File: src/rtl/div_pkg.sv
// ----------------------------------------------------------------------------
// div_pkg
// Shared constants, the FSM state type and small arithmetic helpers for the
// sequential signed divider (div) and its single-step datapath (div_step).
//
// Contents:
//   WIDTH    operand/result width (only 32 is supported)
//   ITER     number of restoring iterations per divide
//   CNT_W    width of the iteration counter
//   INT_MIN  most negative 32-bit two's-complement value
//   NEG_ONE  all-ones divisor, used for overflow detection
//   div_state_t   IDLE / BUSY / DONE
//   magnitude()   absolute value as an unsigned 32-bit magnitude
//   negate_if()   conditional two's-complement negation
// ----------------------------------------------------------------------------
package div_pkg;

   localparam int WIDTH = 32;
   localparam int ITER  = 32;
   localparam int CNT_W = 5;

   localparam logic [WIDTH-1:0] INT_MIN = 32'h8000_0000;
   localparam logic [WIDTH-1:0] NEG_ONE = 32'hFFFF_FFFF;

   typedef enum logic [1:0] {
      IDLE = 2'd0,
      BUSY = 2'd1,
      DONE = 2'd2
   } div_state_t;

   // |v| as an unsigned magnitude. INT_MIN maps onto itself, which read as
   // unsigned is exactly 2^31, so no extra bit is needed.
   function automatic logic [WIDTH-1:0] magnitude(input logic [WIDTH-1:0] v);
      return v[WIDTH-1] ? (~v + WIDTH'(1)) : v;
   endfunction

   function automatic logic [WIDTH-1:0] negate_if(input logic              neg,
                                                  input logic [WIDTH-1:0]  v);
      return neg ? (~v + WIDTH'(1)) : v;
   endfunction

endpackage

File: src/rtl/div_step.sv
// ----------------------------------------------------------------------------
// div_step
// One combinational radix-2 restoring division step on unsigned magnitudes.
// The {rem, q} pair is shifted left by one, the divisor is trial-subtracted
// from the widened remainder, and the quotient bit shifted in records whether
// the subtraction was kept.
//
// Ports:
//   rem_in    [32:0]  partial remainder before this step
//   q_in      [31:0]  dividend / quotient shift register before this step
//   divisor   [31:0]  divisor magnitude
//   rem_out   [32:0]  partial remainder after this step
//   q_out     [31:0]  quotient shift register after this step
// ----------------------------------------------------------------------------
module div_step
   import div_pkg::*;
(
   input  logic [WIDTH:0]   rem_in,
   input  logic [WIDTH-1:0] q_in,
   input  logic [WIDTH-1:0] divisor,
   output logic [WIDTH:0]   rem_out,
   output logic [WIDTH-1:0] q_out
);

   // One bit wider than the remainder so the sign of the trial difference is
   // unambiguous even if the shifted remainder grows (divide-by-zero runs
   // keep accumulating; that result is discarded later but must stay defined).
   logic [WIDTH+1:0] rem_shift;
   logic [WIDTH+1:0] trial;
   logic             trial_ok;

   always_comb begin
      rem_shift = {rem_in, q_in[WIDTH-1]};
      trial     = rem_shift - {2'b00, divisor};
      trial_ok  = ~trial[WIDTH+1];

      rem_out   = trial_ok ? trial[WIDTH:0] : rem_shift[WIDTH:0];
      q_out     = {q_in[WIDTH-2:0], trial_ok};
   end

endmodule

File: src/rtl/div.sv
// ----------------------------------------------------------------------------
// div
// Sequential 32-bit signed integer divider. A start strobe samples both
// operands, 32 restoring iterations (one per clock) run on the magnitudes,
// and the sign-corrected quotient and remainder are registered together with
// an exception flag and a one-cycle ready pulse, 33 edges after the start.
//
// Ports:
//   clock           rising-edge clock
//   reset_n         asynchronous active-low reset
//   ctrl_DIV        start strobe; operands sampled on every edge where high,
//                   aborting any operation in flight
//   data_operandA   dividend, two's complement
//   data_operandB   divisor, two's complement
//   data_result     quotient, truncated toward zero; 0 on exception
//   data_remainder  remainder with the sign of the dividend; 0 on exception
//   data_exception  divide-by-zero or INT_MIN / -1 overflow
//   data_resultRDY  one-cycle pulse when a new result is registered
// ----------------------------------------------------------------------------
module div
   import div_pkg::*;
(
   input  logic             clock,
   input  logic             reset_n,
   input  logic             ctrl_DIV,
   input  logic [WIDTH-1:0] data_operandA,
   input  logic [WIDTH-1:0] data_operandB,
   output logic [WIDTH-1:0] data_result,
   output logic [WIDTH-1:0] data_remainder,
   output logic             data_exception,
   output logic             data_resultRDY
);

   // ------------------------------------------------------------------------
   // State and datapath registers
   // ------------------------------------------------------------------------
   div_state_t        state_reg;
   div_state_t        state_next;

   logic [CNT_W-1:0]  cnt_reg;
   logic [WIDTH:0]    rem_reg;
   logic [WIDTH-1:0]  q_reg;
   logic [WIDTH-1:0]  divisor_reg;
   logic              sign_q_reg;
   logic              sign_r_reg;
   logic              exc_reg;

   logic [WIDTH-1:0]  result_reg;
   logic [WIDTH-1:0]  remainder_reg;
   logic              exception_reg;
   logic              rdy_reg;

   // Control decodes from the output process of the FSM
   logic              load_op;
   logic              iterate;
   logic              finish;
   logic              last_iter;

   // Step datapath
   logic [WIDTH:0]    rem_step;
   logic [WIDTH-1:0]  q_step;

   // Operand decode at start
   logic [WIDTH-1:0]  mag_a;
   logic [WIDTH-1:0]  mag_b;
   logic              exc_start;

   // Sign-corrected final values
   logic [WIDTH-1:0]  q_final;
   logic [WIDTH-1:0]  r_final;

   assign last_iter = (cnt_reg == CNT_W'(ITER - 1));

   // ------------------------------------------------------------------------
   // FSM: state register
   // ------------------------------------------------------------------------
   always_ff @(posedge clock or negedge reset_n) begin
      if (!reset_n) begin
         state_reg <= IDLE;
      end else begin
         state_reg <= state_next;
      end
   end

   // ------------------------------------------------------------------------
   // FSM: next-state logic. A start strobe wins from every state, so an
   // operation in BUSY or DONE is abandoned and restarted.
   // ------------------------------------------------------------------------
   always_comb begin
      state_next = state_reg;
      if (ctrl_DIV) begin
         state_next = BUSY;
      end else begin
         case (state_reg)
            IDLE:    state_next = IDLE;
            BUSY:    state_next = last_iter ? DONE : BUSY;
            DONE:    state_next = IDLE;
            default: state_next = IDLE;
         endcase
      end
   end

   // ------------------------------------------------------------------------
   // FSM: output decode
   // ------------------------------------------------------------------------
   always_comb begin
      load_op = ctrl_DIV;
      iterate = 1'b0;
      finish  = 1'b0;
      if (!ctrl_DIV) begin
         case (state_reg)
            BUSY:    iterate = 1'b1;
            DONE:    finish  = 1'b1;
            default: begin
               iterate = 1'b0;
               finish  = 1'b0;
            end
         endcase
      end
   end

   // ------------------------------------------------------------------------
   // Operand decode and iteration step
   // ------------------------------------------------------------------------
   always_comb begin
      mag_a     = magnitude(data_operandA);
      mag_b     = magnitude(data_operandB);
      exc_start = (data_operandB == '0) |
                  ((data_operandA == INT_MIN) & (data_operandB == NEG_ONE));
   end

   div_step u_step (
      .rem_in  (rem_reg),
      .q_in    (q_reg),
      .divisor (divisor_reg),
      .rem_out (rem_step),
      .q_out   (q_step)
   );

   // After 32 steps the remainder magnitude is below the divisor (<= 2^31),
   // so the low 32 bits carry it in full for every non-exception case.
   always_comb begin
      q_final = negate_if(sign_q_reg, q_reg);
      r_final = negate_if(sign_r_reg, rem_reg[WIDTH-1:0]);
   end

   // ------------------------------------------------------------------------
   // Operand, iteration and counter registers
   // ------------------------------------------------------------------------
   always_ff @(posedge clock or negedge reset_n) begin
      if (!reset_n) begin
         cnt_reg     <= '0;
         rem_reg     <= '0;
         q_reg       <= '0;
         divisor_reg <= '0;
         sign_q_reg  <= 1'b0;
         sign_r_reg  <= 1'b0;
         exc_reg     <= 1'b0;
      end else if (load_op) begin
         cnt_reg     <= '0;
         rem_reg     <= '0;
         q_reg       <= mag_a;
         divisor_reg <= mag_b;
         sign_q_reg  <= data_operandA[WIDTH-1] ^ data_operandB[WIDTH-1];
         sign_r_reg  <= data_operandA[WIDTH-1];
         exc_reg     <= exc_start;
      end else if (iterate) begin
         cnt_reg     <= cnt_reg + CNT_W'(1);
         rem_reg     <= rem_step;
         q_reg       <= q_step;
      end
   end

   // ------------------------------------------------------------------------
   // Output registers: loaded only when an operation completes, held
   // otherwise (including through the BUSY phase of the next operation).
   // ------------------------------------------------------------------------
   always_ff @(posedge clock or negedge reset_n) begin
      if (!reset_n) begin
         result_reg    <= '0;
         remainder_reg <= '0;
         exception_reg <= 1'b0;
         rdy_reg       <= 1'b0;
      end else begin
         rdy_reg <= finish;
         if (finish) begin
            result_reg    <= exc_reg ? '0 : q_final;
            remainder_reg <= exc_reg ? '0 : r_final;
            exception_reg <= exc_reg;
         end
      end
   end

   assign data_result    = result_reg;
   assign data_remainder = remainder_reg;
   assign data_exception = exception_reg;
   assign data_resultRDY = rdy_reg;

endmodule
File: config.mk
export PLATFORM = sky130hd
export DESIGN_NAME = div
export DESIGN_NICKNAME = d
export VERILOG_FILES = /design/src/rtl/div_pkg.sv /design/src/rtl/div_step.sv /design/src/rtl/div.sv
export SDC_FILE = /design/constraint.sdc
export NUM_CORES = 1
export LEC_CHECK = 0
export CELL_PAD_IN_SITES_DETAIL_PLACEMENT = 0
export CELL_PAD_IN_SITES_GLOBAL_PLACEMENT = 1
export CORE_UTILIZATION = 30
export DETAILED_ROUTE_END_ITERATION = 8
export PLACE_DENSITY_LB_ADDON = 0.08
export SLEW_MARGIN = 20
export SYNTH_ARGS = -nofsm -noshare
export SYNTH_HDL_FRONTEND = slang
export SYNTH_HIERARCHICAL = 1
export SYNTH_SLANG_ARGS = --single-unit
File: constraint.sdc
create_clock -name clock -period 3.7 [get_ports clock]
set_input_delay 0.37 -clock clock [delete_from_list [all_inputs] [get_ports clock]]
set_output_delay 0.37 -clock clock [all_outputs]
set_load 0.03 [all_outputs]
# [Word level (Yosys, flattened, before mapping)]
# Cells that the tools add are included.
[word_totals] regBits=173 in_bits=67 output_inout_bits=66 elab_cells=53
[classes] n_addsub=6 n_eq_ne=5 muxes=20 bitwise_logic=8 reduce_logical=2
[ops] operator="$mux W32" n=8
[ops] operator="$add A32 B1 Y32 const B" n=4
[ops] operator="$not A32 Y32" n=4
[ops] operator="$mux W33" n=3
[ops] operator="$eq A32 B32 Y1 const B" n=2
[ops] operator="$sub A34 B32 Y34" n=1
[ops] operator="$logic_not A32 Y1" n=1
[ops] operator="$mux W5" n=2
[ops] operator="$mux W2" n=3
[ops] operator="$add A5 B1 Y5 const B" n=1
[ops] operator="$eq A5 B5 Y1 const B" n=1
[ops] operator="$mux W1" n=4
[ops] operator="$eq A2 B1 Y1 const B" n=1
[ops] operator="$eq A2 B2 Y1 const B" n=1
[ops] operator="$reduce_bool A2 Y1" n=1
[ops] operator="$and A1 B1 Y1" n=1
[ops] operator="$not A1 Y1" n=1
[ops] operator="$or A1 B1 Y1" n=1
[ops] operator="$xor A1 B1 Y1" n=1

# [Logic depth before layout (Yosys ltp)]
[depth] ltp_word=5 mapped_depth=16 ltp_nobuf=14

# [By module]
# Netlist, hierarchy kept.
[by_module_without_submodules] module="div" n_inst=1 cells_per_inst=1087 area_per_inst_um2=9661.8
[by_module_without_submodules] module="div_step" n_inst=1 cells_per_inst=338 area_per_inst_um2=2453.6

# [Worst setup path before layout]
# OpenSTA, ideal clock, no wires.
[synth_path] path_type="register to register" from="reg rem_reg[6]" to="reg rem_reg[27]" arrival_ns=2.939 required_ns=3.564 slack_ns=0.624 stages_incl_launch_ff=14 n_path_buf=2 synth_period_minus_slack_ns=3.076 path_cell_list="dfrtp_1 -> ha_1 -> clkbuf_1 -> nand2_1 -> or3b_1 -> a211oi_2 -> o31ai_1 -> and3_4 -> o31ai_4 -> xor2_1 -> buf_4 -> mux2_2 -> nand2_1 -> a21oi_1"
[synth_via] elab_chain_len=4
[synth_rtl] item="from (decl)" line_no="div.sv:41" source="logic [WIDTH:0] rem_reg;"
[synth_rtl] item="from (signal assigned)" line_no="div.sv:169" source="rem_reg <= rem_step;"
[synth_rtl] item="$sub A34 B32 Y34" line_no="div_step.sv:34" source="trial = rem_shift - {2'b00, divisor};"
[synth_rtl] item="$mux W33" line_no="div_step.sv:37" source="rem_out = trial_ok ? trial[WIDTH:0] : rem_shift[WIDTH:0];"
[synth_rtl] item="named net rem_step[27]" line_no="div.sv:60" source="logic [WIDTH:0] rem_step;"
[synth_rtl] item="$mux W33" line_no="div.sv:167" source="end else if (iterate) begin"
[synth_rtl] item="$mux W33" line_no="div.sv:159" source="end else if (load_op) begin"
# The timed path passes the listed nets, and every way through them passes these cells. The select of a mux whose other input is x is not followed.
# A chain may end at the register's enable or synchronous reset.

# [Worst setup path in the final report]
[layout_path] from="reg rem_reg[11]" to="reg rem_reg[31]"
# The elaborated chain is that of the path after synthesis.

==> results.toml <==
[outcome]
status = "finished clean"

[sta]
setup_viol = 0
hold_slack_ps = 460
layout_min_cycle_time_ps = 3470
report.final.slew_viol_count = 0
worst_pin_slew_ps = 775
hold_viol_final = 0
clock.fmax_ghz = 0.288
finClkSkew_ps = 10.9
setup_tns_ps = 0
min_period_over_period_pct = 93.8
rsz0062_at_grt = "false"
slew_headroom_pct = 48.3

[setup_path]
crit_fanout = 6
worst_path_max_delay_cell = "o31ai_1"
crit_chain = "ha_1 -> nand4_1 -> or3b_1 -> a211oi_2 -> nor4b_1 -> buf_4 -> o31ai_1 -> a31o_2 -> a211oi_2 -> xnor2_1 -> mux2_2 -> nand2_1 -> a21oi_1"
max_stage_delay_ps = 470
cp.arrival_ps = 3780
crit_type = "register to register"
cp.required_ps = 4010
endpoint_kind = "register"
crit_top_cell = "a211oi_2"
cp-start-kind = "register"

[final_layout]
nNetsFinal = 1620
syn_to_final_growth_pct = 20.3
final_core_utilization_pct = 36.6
diodes = 0
largest_reg_flops = 33
drive_above_1_share_pct = 7.73

[global_routing]
grt_pass1_vias = 10400
grt_max_degree = 75
antenna_found_initial = 0
grt_pass1_wl_microns = 62300
grt-ovfl-total = 0
grt_usage_pct = 19.4

[synth]
synth_edf_count = 0
synth_cells = 1425
synthTopCellsByCount = "nand2_1 (190), dfrtp_1 (173), a21oi_1 (127)"
yosysSeqAreaShare_pct = 35.7
yosysMostFrequentCell = "nand2_1"
ys_warn_count = 6
async_reset_ff_share_pct = 100
ys_ff_latch = 173
synth_nets = 1532
ys.flop_type = "dfrtp_1"
syn_area_per_cell_sq_um = 8.50
synth_area_sq_mm = 0.0121
yosys.area.top_type = "dfrtp_1"
synth_cell_type_count = 69
synth_top_area_share_pct = 35.7
synth_area_leaders = "dfrtp_1 (36%), xor2_1 (7.6%), nand2_1 (5.9%), a21oi_1 (5.2%), ha_1 (4.0%)"

[route]
ant_nets = 0
vias = 10600
drc = 0
first_iter_violations = 697
avgRoutedWirePerCell_microns = 18.9
dr.pass1.iters = 5
routed_wl_microns = 38800
via_per_inst = 5.19

[clock_tree]
cts-htree-levels = 4
clkLatencyLatePin_ps = 460
cts_setup_buffers = 0
cts_buffers = 17
numClockSinks = 173
clock-root-buffer = "clkbuf_16"
clockBufferDepth = 2
clk_pin_slew_ps = 70
cts_tree = "built"

[place]
dp_hpwl_microns = 29000
routabilityCongestion = 0.809
portBuffers = 132

[die]
io-pin-count = 133
fp.dieH_microns = 203
die_x_microns = 203
start_util_pct = 30.4
core_sq_mm = 0.0398
fp.dieArea_sq_mm = 0.0412
num_rows = 73

[power]
p_leak_uw = 0.00625
total_power_uw = 8440
powerDensity_mw_per_mm2 = 579
vdd_drop_max_mv = 0.383

[flow_run]
maxCapViolations = 0

[worst_hold_path]
hold_path.class = "primary input to async pin"
-- placed cells by master (no fill, tap or decap), types with 20 or more instances in the layout --
| cell | netlist | routed |
|---|---|---|
| xnor2_1 | 34 | 34 |
| nand4_1 | 30 | 30 |
| a21o_1 | 26 | 26 |
| buf_4 | 35 | 52 |
| ha_1 | 39 | 39 |
| nor3_1 | 29 | 29 |
| a211oi_1 | 31 | 31 |
| mux2_1 | 20 | 20 |
| and2_1 | 24 | 24 |
| clkdlybuf4s50_1 | 0 | 130 |
| nand2_1 | 190 | 189 |
| xor2_1 | 105 | 104 |
| o21ai_0 | 80 | 80 |
| a21oi_1 | 127 | 127 |
| o31ai_1 | 60 | 60 |
| o41ai_1 | 27 | 27 |
| dfrtp_1 | 173 | 173 |
| nor2_1 | 80 | 80 |
| inv_1 | 53 | 53 |
-- power by group --
group | total [uW] | leakage [uW] | internal (uW) | switching (uW)
registers | 2460 | 0.00221 | 2140 | 316
logic | 4140 | 0.00375 | 1750 | 2390
clock network | 1840 | 0.000277 | 951 | 890
-- cell families after synthesis --
kind of cell	after synthesis	share of synthesized area, %
simple gates	462	18.7
compound gates	400	21.3
flops	173	35.7
buf+inv	171	6.45
xor+xnor	139	10.0
mux	40	3.57
fa+ha+maj	40	4.19
-- layout make-up --
cell class	count	area [sq um]
clock buffers	17	425
clock inverters	15	149
fillers	4231	25200
inverters	53	199
multi-input cells	1081	7040
flip-flops and latches	173	4330
well taps	525	657
repair buffers	187	1770
-- critical path, delay by kind of cell (launching register included) --
| kind | cells | cell delay (ps) |
|---|---|---|
| AO/OA/AOI/OAI | 5 | 1210 |
| AND/OR/NAND/NOR | 4 | 710 |
| flip-flops | 1 | 440 |
| adder cells (fa/ha/maj) | 1 | 410 |
| multiplexers | 1 | 260 |
| buffers and inverters | 1 | 140 |
| XOR/XNOR | 1 | 140 |
-- routing by layer --
metal	up-vias	GRT usage, %	share of wire [%]
li1	5260	-	-
met1	5117	31.5	55
met2	239	26.3	40
met3	24	2.60	4.2
met4	0	4.46	0.95
met5	-	0	0
-- stage by stage --
| stage | area, sq um | worst slack (ps) | cells |
|---|---|---|---|
| finish | 14600 | 230 | 2051 |
| floorplan | 12100 | 624 | 1425 |
| global route | 14600 | 12.0 | 2051 |
| detailed placement | 14000 | 241 | 2018 |
| CTS | 14600 | 214 | 2051 |
| global placement | 14000 | 321 | 2018 |
-- final timing paths --
check	start	slack, ps	endpoint	depth (start not counted)
setup / recovery	rem_reg[11]$_DFFE_PN0P_	230	rem_reg[31]$_DFFE_PN0P_	13
hold / removal	reset_n	460	data_result[12]$_DFFE_PN0P_	2
setup reg to reg	rem_reg[11]$_DFFE_PN0P_	230	rem_reg[31]$_DFFE_PN0P_	13
hold reg to reg	data_remainder[16]$_DFFE_PN0P_	480	data_remainder[16]$_DFFE_PN0P_	2
max in group asynchronous	reset_n	2420	divisor_reg[23]$_DFFE_PN0P_	3
min in group clock	data_remainder[16]$_DFFE_PN0P_	480	data_remainder[16]$_DFFE_PN0P_	2
-- what timing repair did --
action / in CTS / in global routing
endpoints found under the hold margin: 59 / 0
hold buffers: 1 / 0
gates resized for setup: 0 / 0
setup endpoints to repair: 0 / 0
Note: power is estimated with default switching activity, not from simulation.
